==> config.mk <==
export PLATFORM = sky130hd
export DESIGN_NAME = master_cpu_sequencer
export DESIGN_NICKNAME = d
export VERILOG_FILES = /design/src/rtl/master_cpu_sequencer.sv
export SDC_FILE = /design/constraint.sdc
export NUM_CORES = 1
export LEC_CHECK = 0
export ABC_CLOCK_PERIOD_IN_PS = 2000
export CAP_MARGIN = 20
export CELL_PAD_IN_SITES_DETAIL_PLACEMENT = 0
export CELL_PAD_IN_SITES_GLOBAL_PLACEMENT = 1
export CORE_ASPECT_RATIO = 0.7
export CORE_MARGIN = 2
export CORE_UTILIZATION = 32
export DETAILED_ROUTE_END_ITERATION = 8
export PLACE_DENSITY_LB_ADDON = 0.1
export SLEW_MARGIN = 20
export SYNTH_ARGS = -nofsm -noshare
export SYNTH_HDL_FRONTEND = slang
export SYNTH_SLANG_ARGS = --single-unit
==> constraint.sdc <==
create_clock -name Clk -period 2 [get_ports Clk]
set_input_delay 0.5 -clock Clk [delete_from_list [all_inputs] [get_ports Clk]]
set_output_delay 0.5 -clock Clk [all_outputs]
set_load 0.05 [all_outputs]
==> src/rtl/master_cpu_sequencer.sv <==
// Instruction sequencer for a small load/store CPU: fetches from a
// one-cycle-latency instruction RAM, steps EXEC/MEM/WB and halts after
// PROG_LEN instructions, on OP_HALT, or on a data-memory timeout.
//
// state   | meaning
// --------+---------------------------------------------------------
// S_IDLE  | after reset, waiting for Start
// S_FETCH | instruction RAM enabled at Pc
// S_LATCH | RAM data captured into Instr_reg
// S_EXEC  | decode, condition check, memory timer armed
// S_MEM   | data RAM access, waiting for Mem_ready or timeout
// S_WB    | writeback strobe, Retired/Pc advance
// S_HALT  | stopped; Start restarts from address 0
module master_cpu_sequencer #(
  parameter int         IADDR_W     = 8,
  parameter int         PROG_LEN    = 16,
  parameter logic [3:0] OP_LDR      = 4'b1000,
  parameter logic [3:0] OP_STR      = 4'b1001,
  parameter logic [3:0] OP_HALT     = 4'b1111,
  parameter int         MEM_TIMEOUT = 15
) (
  input  logic               Clk,
  input  logic               Reset,
  input  logic               Start,
  input  logic [31:0]        Instr_in,
  input  logic               Cond_pass,
  input  logic               Mem_ready,
  output logic               Enable_i,
  output logic [IADDR_W-1:0] Address_in_i,
  output logic [31:0]        Instr_reg,
  output logic               Mem_en,
  output logic               Mem_rw,
  output logic               Reg_we,
  output logic [IADDR_W-1:0] Pc,
  output logic               Busy,
  output logic               Halted,
  output logic               Mem_err,
  output logic [15:0]        Retired
);

  typedef enum logic [2:0] {
    S_IDLE  = 3'd0,
    S_FETCH = 3'd1,
    S_LATCH = 3'd2,
    S_EXEC  = 3'd3,
    S_MEM   = 3'd4,
    S_WB    = 3'd5,
    S_HALT  = 3'd6
  } state_t;

  localparam int TMR_W = (MEM_TIMEOUT > 1) ? $clog2(MEM_TIMEOUT + 1) : 1;
  localparam logic [TMR_W-1:0] TMR_LOAD = TMR_W'(MEM_TIMEOUT - 1);
  // When PROG_LEN fills the whole address space the final Pc value is not
  // representable, so Pc holds at the last address instead of wrapping.
  localparam bit PC_HOLD = (PROG_LEN >= (1 << IADDR_W));

  state_t             state, state_nxt;
  logic [TMR_W-1:0]   tmr;
  logic               cond_q;
  logic [3:0]         opcode;
  logic [IADDR_W:0]   pc_inc;
  logic               prog_end;
  logic [IADDR_W-1:0] pc_wb;
  logic               is_mem_op;

  assign opcode    = Instr_reg[27:24];
  assign is_mem_op = (opcode == OP_LDR) || (opcode == OP_STR);
  assign pc_inc    = {1'b0, Pc} + {{IADDR_W{1'b0}}, 1'b1};
  assign prog_end  = (pc_inc == (IADDR_W + 1)'(PROG_LEN));
  assign pc_wb     = (PC_HOLD && prog_end) ? Pc : pc_inc[IADDR_W-1:0];
  assign Address_in_i = Pc;

  // State register.
  always_ff @(posedge Clk or posedge Reset) begin
    if (Reset) state <= S_IDLE;
    else       state <= state_nxt;
  end

  // Datapath: Pc, latched instruction, condition, memory timer, counters.
  always_ff @(posedge Clk or posedge Reset) begin
    if (Reset) begin
      Pc        <= '0;
      Instr_reg <= '0;
      Retired   <= '0;
      Mem_err   <= 1'b0;
      cond_q    <= 1'b0;
      tmr       <= '0;
    end else begin
      case (state)
        S_IDLE, S_HALT: begin
          if (Start) begin
            Pc      <= '0;
            Retired <= '0;
            Mem_err <= 1'b0;
          end
        end
        S_LATCH: Instr_reg <= Instr_in;
        S_EXEC: begin
          cond_q <= Cond_pass;
          tmr    <= TMR_LOAD;
        end
        S_MEM: begin
          if (!Mem_ready) begin
            if (tmr == '0) Mem_err <= 1'b1;
            else           tmr     <= tmr - TMR_W'(1);
          end
        end
        S_WB: begin
          Pc <= pc_wb;
          if (Retired != 16'hFFFF) Retired <= Retired + 16'd1;
        end
        default: ;
      endcase
    end
  end

  // Next-state decode and per-state output strobes.
  always_comb begin
    state_nxt = state;
    Enable_i  = 1'b0;
    Mem_en    = 1'b0;
    Mem_rw    = 1'b1;
    Reg_we    = 1'b0;
    Busy      = 1'b0;
    Halted    = 1'b0;
    case (state)
      S_IDLE: begin
        if (Start) state_nxt = S_FETCH;
      end
      S_FETCH: begin
        Enable_i  = 1'b1;
        Busy      = 1'b1;
        state_nxt = S_LATCH;
      end
      S_LATCH: begin
        Busy      = 1'b1;
        state_nxt = S_EXEC;
      end
      S_EXEC: begin
        Busy = 1'b1;
        if (opcode == OP_HALT) state_nxt = S_HALT;
        else if (!Cond_pass)   state_nxt = S_WB;
        else if (is_mem_op)    state_nxt = S_MEM;
        else                   state_nxt = S_WB;
      end
      S_MEM: begin
        Busy   = 1'b1;
        Mem_en = 1'b1;
        Mem_rw = (opcode == OP_LDR);
        // A response in the final allowed cycle still completes the access.
        if (Mem_ready)        state_nxt = S_WB;
        else if (tmr == '0)   state_nxt = S_HALT;
      end
      S_WB: begin
        Busy      = 1'b1;
        Reg_we    = cond_q && (opcode != OP_STR);
        state_nxt = prog_end ? S_HALT : S_FETCH;
      end
      S_HALT: begin
        Halted = 1'b1;
        if (Start) state_nxt = S_FETCH;
      end
      default: state_nxt = S_IDLE;
    endcase
  end

endmodule

==> metrics.txt, run 1 <==
Synth area leader dfrtp_1; Worst Path Max Fanout 4; WHS Endpoint Instr_reg[13]; Fill cells 987; syn_area_per_cell 10.5 µm²; r2r setup slk 0.17 ns; vias in the first global route 2871; Pleak 0.00223 µW; minimum clock period between 1.5 and 2 ns; dpl hpwl about 6500 µm; IO Pins about 110; via/cell ratio 5.02; Slew headroom 0.615; CTS tree built; H-Tree Depth 3; Sink Count 65; Seq cells post-synth 65; area grow syn2layout 50.4%; Worst-Margin Slew around 0.57 ns; Cells after Synth 320; Worst path slowest cell dfrtp_1; Setup CP Type reg2out; Core Footprint 10300 µm²; post-route ant nets 0; row count 31; period utilisation layout 0.973; area of the die 11300 µm²; final worst setup slack ~0.054 ns; sequential-to-total area share from yosys stat 0.485; CP Cell Sequence and3b_2 -> nand2_2 -> a31oi_4 -> buf_12; top post-synthesis cells by area dfrtp_1, mux2_2, nand2_1, o21ai_0, mux2i_1; top cell type's share of synthesized area 0.485; FF-to-FF End Retired[13]; Synth Warn # 0; share of cells above drive strength 1 0.386; Slew Viols, Final 0; Post-synth top flop dfrtp_1; Synth Cell Area 3360 µm²; Critical Path End Type output port; max FFs per register 32; fmax 514 MHz; Antenna Cells 0; vias 2912; global-route wire length before repair 14600 µm; WP data arrival 1.45 ns; pwr dens roughly 1600 nW/µm²; hold wc startpoint Instr_reg[13]; Final #Nets slightly below 500; DRC 0; Total Routed Length 8890 µm; overall routing resource usage 0.165; initial core utilization 0.327; critical path required time 1.50 ns; Max Cap Viol 0; gp weighted congestion 0.801; Reg clk slew, reported paths 0.06 ns; Bufs on Longest Clock Path 2; CP Launch Type register; cell count of the worst reg-to-reg path 6; Hold Crit Depth 1; largest net degree at the start of global routing 33; RSZ-0062 raised after global routing true; Worst-Skew Late Latency 0.33 ns; EDFF count, synth 0; wire per inst 15.3 µm; worst r2r src state[1]; CTS Buf Count 9; grt ovf 0; outcome finished, final reports clean; initial antenna violation count 0; clk_skew ~0.0035 ns; final hold vios 0; Tot Pwr 7950 µW; number of port buffers between 100 and 150; post-synth cell types 58; setup TNS 0 ns; Die Span Y 89.7 µm; die width about 130 µm; Hold Slack 0.500 ns; Setup-failing EPs final 0; CTS Root Buffer Type clkbuf_16; Post-Syn Nets 361; DR pass1 iterations 4; Async S/R FF share, synth 1.00; Iter 0 DRT Violations 200; type of the tightest min-delay check reg2reg; Finished Core Util 0.491; delay of the slowest cell on the worst path 0.42 ns; dpl ws -0.0517 ns; maximum vdd ir drop 0.00110 V
## cells in the final DEF (no fill, tap or decap), types with 3 or more instances in the layout
master           count
a211oi_1             6
a21oi_1             13
and2_1               3
and3_1               4
buf_12              10
buf_4               78
clkbuf_16            9
clkdlybuf4s50_1     36
clkinv_2             3
clkinvlp_4           3
dfrtp_1             53
dfrtp_2             12
dlymetal6s2s_1      10
ha_1                 3
inv_1                7
mux2_2              33
mux2i_1              7
nand2_1             35
nand2b_1             4
nand3_1              7
nand3b_1             4
nand4_1              6
nor2_1               6
nor3_1               8
o21ai_0             18
o22ai_1              5
o31ai_1              4
or4_1                4
xor2_1               3
## cells in the mapped netlist, drive strengths merged, types with 3 or more instances
| master | instances |
|---|---|
| nand3b | 4 |
| dfrtp | 65 |
| nand3 | 10 |
| a21oi | 13 |
| mux2 | 33 |
| or4 | 4 |
| a211oi | 7 |
| o31ai | 4 |
| buf | 15 |
| nor3 | 9 |
| ha | 4 |
| inv | 9 |
| nand2b | 4 |
| nor2 | 9 |
| clkbuf | 9 |
| mux2i | 7 |
| o22ai | 5 |
| o21ai | 19 |
| and2 | 4 |
| xor2 | 3 |
| nand4 | 6 |
| nor2b | 3 |
| and3 | 5 |
| nand2 | 36 |
| a31oi | 3 |
## layout make-up
type | count | area (µm²) | area share
repair buffers | 137 | 1300 | 0.257
well taps | 132 | 165 | 0.0327
flip-flops and latches | 65 | 1640 | 0.325
clock inverters | 6 | 60.1 | 0.0119
clock buffers | 9 | 225 | 0.0446
multi-input cells | 222 | 1620 | 0.321
inverters | 9 | 37.5 | 0.00744
## repair_timing
| action | in CTS | in global routing |
|---|---|---|
| gates cloned | 0 | 1 |
| hold buffers | 0 | 0 |
| endpoints found under the setup margin | 4 | 13 |
| resized for setup | 7 | 15 |
| pin swaps | 0 | 2 |
| buffers inserted | 2 | 1 |
## worst max path at each step
stage	from	to	slack (ns)	depth (start not counted)
global placement	Start	Retired[12]	-0.07	5
finish	state[1]	Reg_we	0.05	4
CTS	state[2]	Enable_i	-0.002	4
global route	state[1]	Reg_we	-0.02	4
floorplan	state[2]	Mem_rw	-0.18	5
detailed placement	Start	Retired[12]	-0.05	5
## cells by family (layout without fill, tap and decap cells)
| kind of cell | count (synthesis) | in the layout | share of synthesized area |
|---|---|---|---|
| AND/OR/NAND/NOR | 105 | 105 | 0.172 |
| AO/OA/AOI/OAI | 69 | 69 | 0.137 |
| flip-flops | 65 | 65 | 0.485 |
| multiplexers | 40 | 40 | 0.132 |
| buffers and inverters | 33 | 161 | 0.0499 |
| adder cells (fa/ha/maj) | 4 | 4 | 0.0149 |
| XOR/XNOR | 4 | 4 | 0.0104 |
## worst max-delay path, delay by kind of cell, from the launching register on
| family | cells | cell delay, ns |
|---|---|---|
| DFF | 1 | 0.42 |
| buffers and inverters | 1 | 0.16 |
| and+or+nand+nor | 2 | 0.36 |
| AOI/OAI and AO/OA | 1 | 0.17 |
## layer usage
metal | part of all wire | vias up | GRT usage
li1 | - | 1409 | -
met1 | 0.50 | 1389 | 0.223
met2 | 0.41 | 107 | 0.241
met3 | 0.085 | 7 | 0.0776
met4 | 0.0073 | 0 | 0.0390
met5 | 0 | - | 0
## where the power goes
part           internal, µW  leakage (µW)  switching, µW
combinational          1680       0.00130           2610
sequential             1770      0.000795            351
clock                   950      0.000137            586
## stage by stage
stage / instances / area, µm²
after global placement: 561 / 4690
after global routing: 580 / 5050
final: 580 / 5050
after detailed placement: 561 / 4690
after floorplan: 320 / 3410
after CTS: 578 / 5000
(Power assumes the default switching activity.)
==> run 2, diff against run 1 <==
Settings changed: ABC_AREA set to 1, CORE_UTILIZATION 32 to 31.
==> run 2 against run 1 <==
  * First-iteration DRC count is 38% lower
  * Final area is 2.7% lower
  * Wire length is 2.5% lower
  * Hold slack worse by 0.023 ns
  * Sequential power is 2% lower
  * Combinational power is 4.7% lower
  * Fmax is 1.0% lower
  * Synthesized cell count is 15% higher
  * Largest power group unchanged
  * Highest routed layer unchanged
==> metrics.txt, run 2 <==
grt ovf 0; Die Span Y 90.5 µm; syn_area_per_cell approximately 9 µm²; dpl ws 0.117 ns; CP Launch Type register; vias in the first global route 2620; Synth Warn # 0; Comb power frac 0.517; r2r setup slk 0.18 ns; Sink Count 65; CTS Root Buffer Type clkbuf_16; row count 31; top post-synthesis cells by area dfrtp_1, mux2_2, nand2_1, inv_1, nand3_1; met2 GRT Util 0.212; sequential-to-total area share from yosys stat 0.491; Final #Nets around 530; Max Cap Viol 0; Reg clk slew, reported paths 0.06 ns; post-route ant nets 0; wire per inst 14.0 µm; EDFF count, synth 0; Synth area leader dfrtp_1; FF-to-FF End Retired[7]; outcome finished, final reports clean; Switching Share 0.452; maximum vdd ir drop 0.000878 V; setup TNS 0 ns; WP data arrival around 1.5 ns; Internal ~4300 µW; CTS tree built; area grow syn2layout 48.3%; hold buffers post-CTS 0; global route hottest layer met1; via/cell ratio roughly 4.6; Core Footprint ~10000 µm²; final hold vios 0; Worst path slowest cell clkdlybuf4s50_1; most frequent cells in the layout nand2_1, dfrtp_1, buf_4, inv_1, clkdlybuf4s50_1; IO Pins ~110; largest net degree at the start of global routing 66; area of the die 11500 µm²; clock share of power 0.219; period utilisation layout 0.983; Setup CP Type reg2out; post-synth cell types 30; Setup crit end Instr_reg[23]; overall routing resource usage 0.154; Worst-Margin Slew about 0.52 ns; Worst Path Max Fanout 2; grt met3 use 0.0468; cell count of the worst reg-to-reg path 10; DRC 0; max FFs per register 32; Worst-Skew Late Latency between 0.3 and 0.4 ns; pwr dens 1610 nW/µm²; Post-synth top flop dfrtp_1; CP startpoint Instr_reg[23]; global-route wire length before repair ~14000 µm; most frequent cell after synthesis nand2_1; Critical Path End Type output port; Bufs on Longest Clock Path 2; Antenna Cells 0; final worst setup slack 0.0340 ns; vias 2858; CP bufs+invs 1; Cells after Synth 369; Hold Slack 0.477 ns; fmax around 500 MHz; Reg power frac 0.263; CTS Buf Count 9; initial antenna violation count 0; gp weighted congestion 0.868; DR pass1 iterations 4; Setup-failing EPs final 0; GR Layer Usage met1 0.231; cell count along the critical path 1; Seq cells post-synth 65; crit-path leading delay family buffers and inverters; Post-Syn Nets 410; Switching Power 3570 µW; Slew Viols, Final 0; Tot Pwr 7900 µW; commonest non-fill, non-tap cell in the layout nand2_1; Synth Cell Area 3310 µm²; minimum clock period 1.97 ns; Total Routed Length a little under 9000 µm; delay of the slowest cell on the worst path 0.80 ns; top cells by count, synth nand2_1, dfrtp_1, inv_1, mux2_2, nand3_1; clk_skew 0.00434 ns; RSZ-0062 raised after global routing true; initial core utilization 0.320; H-Tree Depth 3; number of port buffers about 110; Async S/R FF share, synth 1.00; Slew headroom 0.655; Pleak 0.00236 µW; critical path required time 1.50 ns; top cell type's share of synthesized area 0.491; die width 128 µm; share of cells above drive strength 1 0.258; type of the tightest min-delay check reg2reg; Iter 0 DRT Violations 124; dpl hpwl 6300 µm; CP Cell Sequence clkdlybuf4s50_1; worst r2r src Retired[1]
[run 2: cell types whose count changed after synthesis, sizes merged, moves of 5 or more]
| cell | delta |
|---|---|
| a21oi | -8 |
| nand3 | +21 |
| mux2i | -7 |
| and3 | -5 |
| o21ai | +8 |
| clkbuf | -7 |
| a211oi | -7 |
| inv | +36 |
| nand2 | +48 |
| nor2 | +14 |
| nand4 | +7 |
[run 2: area by class of cell]
| cell class | instances | area, µm² |
|---|---|---|
| repair buffers | 120 | 1180 |
| clock buffers | 9 | 225 |
| flip-flops and latches | 65 | 1630 |
| clock inverters | 7 | 103 |
| well taps | 132 | 165 |
| multi-input cells | 242 | 1430 |
| inverters | 46 | 179 |
| fillers | 994 | 5450 |
[run 2: worst min-delay path by stage]
stage | to | start | cells past startpoint | slack (ns)
final | cond_q | cond_q | 2 | 0.48
after global routing | cond_q | cond_q | 2 | 0.51
after CTS | cond_q | cond_q | 2 | 0.48
after detailed placement | cond_q | cond_q | 2 | 0.46
after global placement | cond_q | cond_q | 2 | 0.46
after floorplan | cond_q | cond_q | 2 | 0.44
[run 2: timing repair]
| item | in CTS | in global routing |
|---|---|---|
| cloned | 0 | 0 |
| resized for setup | 6 | 19 |
| setup endpoints to repair | 4 | 22 |
| pin swaps | 0 | 1 |
| setup buffers | 0 | 3 |
[run 2: power by group through the flow]
stage          Combinational, µW  Clock, µW  Sequential, µW
2_1_floorplan               1490          0            3410
3_3_place_gp                4120          0            2090
3_5_place_dp                4130          0            2110
4_1_cts                     4140       1780            2090
5_1_grt                     4330       1850            2150
6_report                    4090       1730            2080
[run 2: cell families (layout without fill, tap and decap cells)]
| family | after synthesis | in the layout | synth area share |
|---|---|---|---|
| compound gates | 43 | 43 | 0.0767 |
| xor+xnor | 7 | 7 | 0.0185 |
| fa+ha+maj | 4 | 4 | 0.0151 |
| buf+inv | 62 | 182 | 0.0858 |
| flops | 65 | 65 | 0.491 |
| mux | 30 | 30 | 0.102 |
| simple gates | 158 | 158 | 0.211 |
[run 2: through the flow]
| step | utilization | area (µm²) | std cells |
|---|---|---|---|
| 2_1_floorplan | - | 3330 | 369 |
| 3_3_place_gp | 0.435 | 4500 | 602 |
| 3_5_place_dp | 0.435 | 4500 | 602 |
| 4_1_cts | 0.467 | 4840 | 618 |
| 5_1_grt | 0.474 | 4910 | 621 |
| 6_report | 0.474 | 4910 | 621 |
[run 2: routing by layer]
| layer | wire length [µm] | up-vias | part of all wire |
|---|---|---|---|
| met5 | 0 | - | 0 |
| met4 | 105 | 0 | 0.012 |
| met3 | 547 | 9 | 0.063 |
| met2 | 3670 | 83 | 0.42 |
| met1 | 4350 | 1322 | 0.50 |
| li1 | - | 1444 | - |
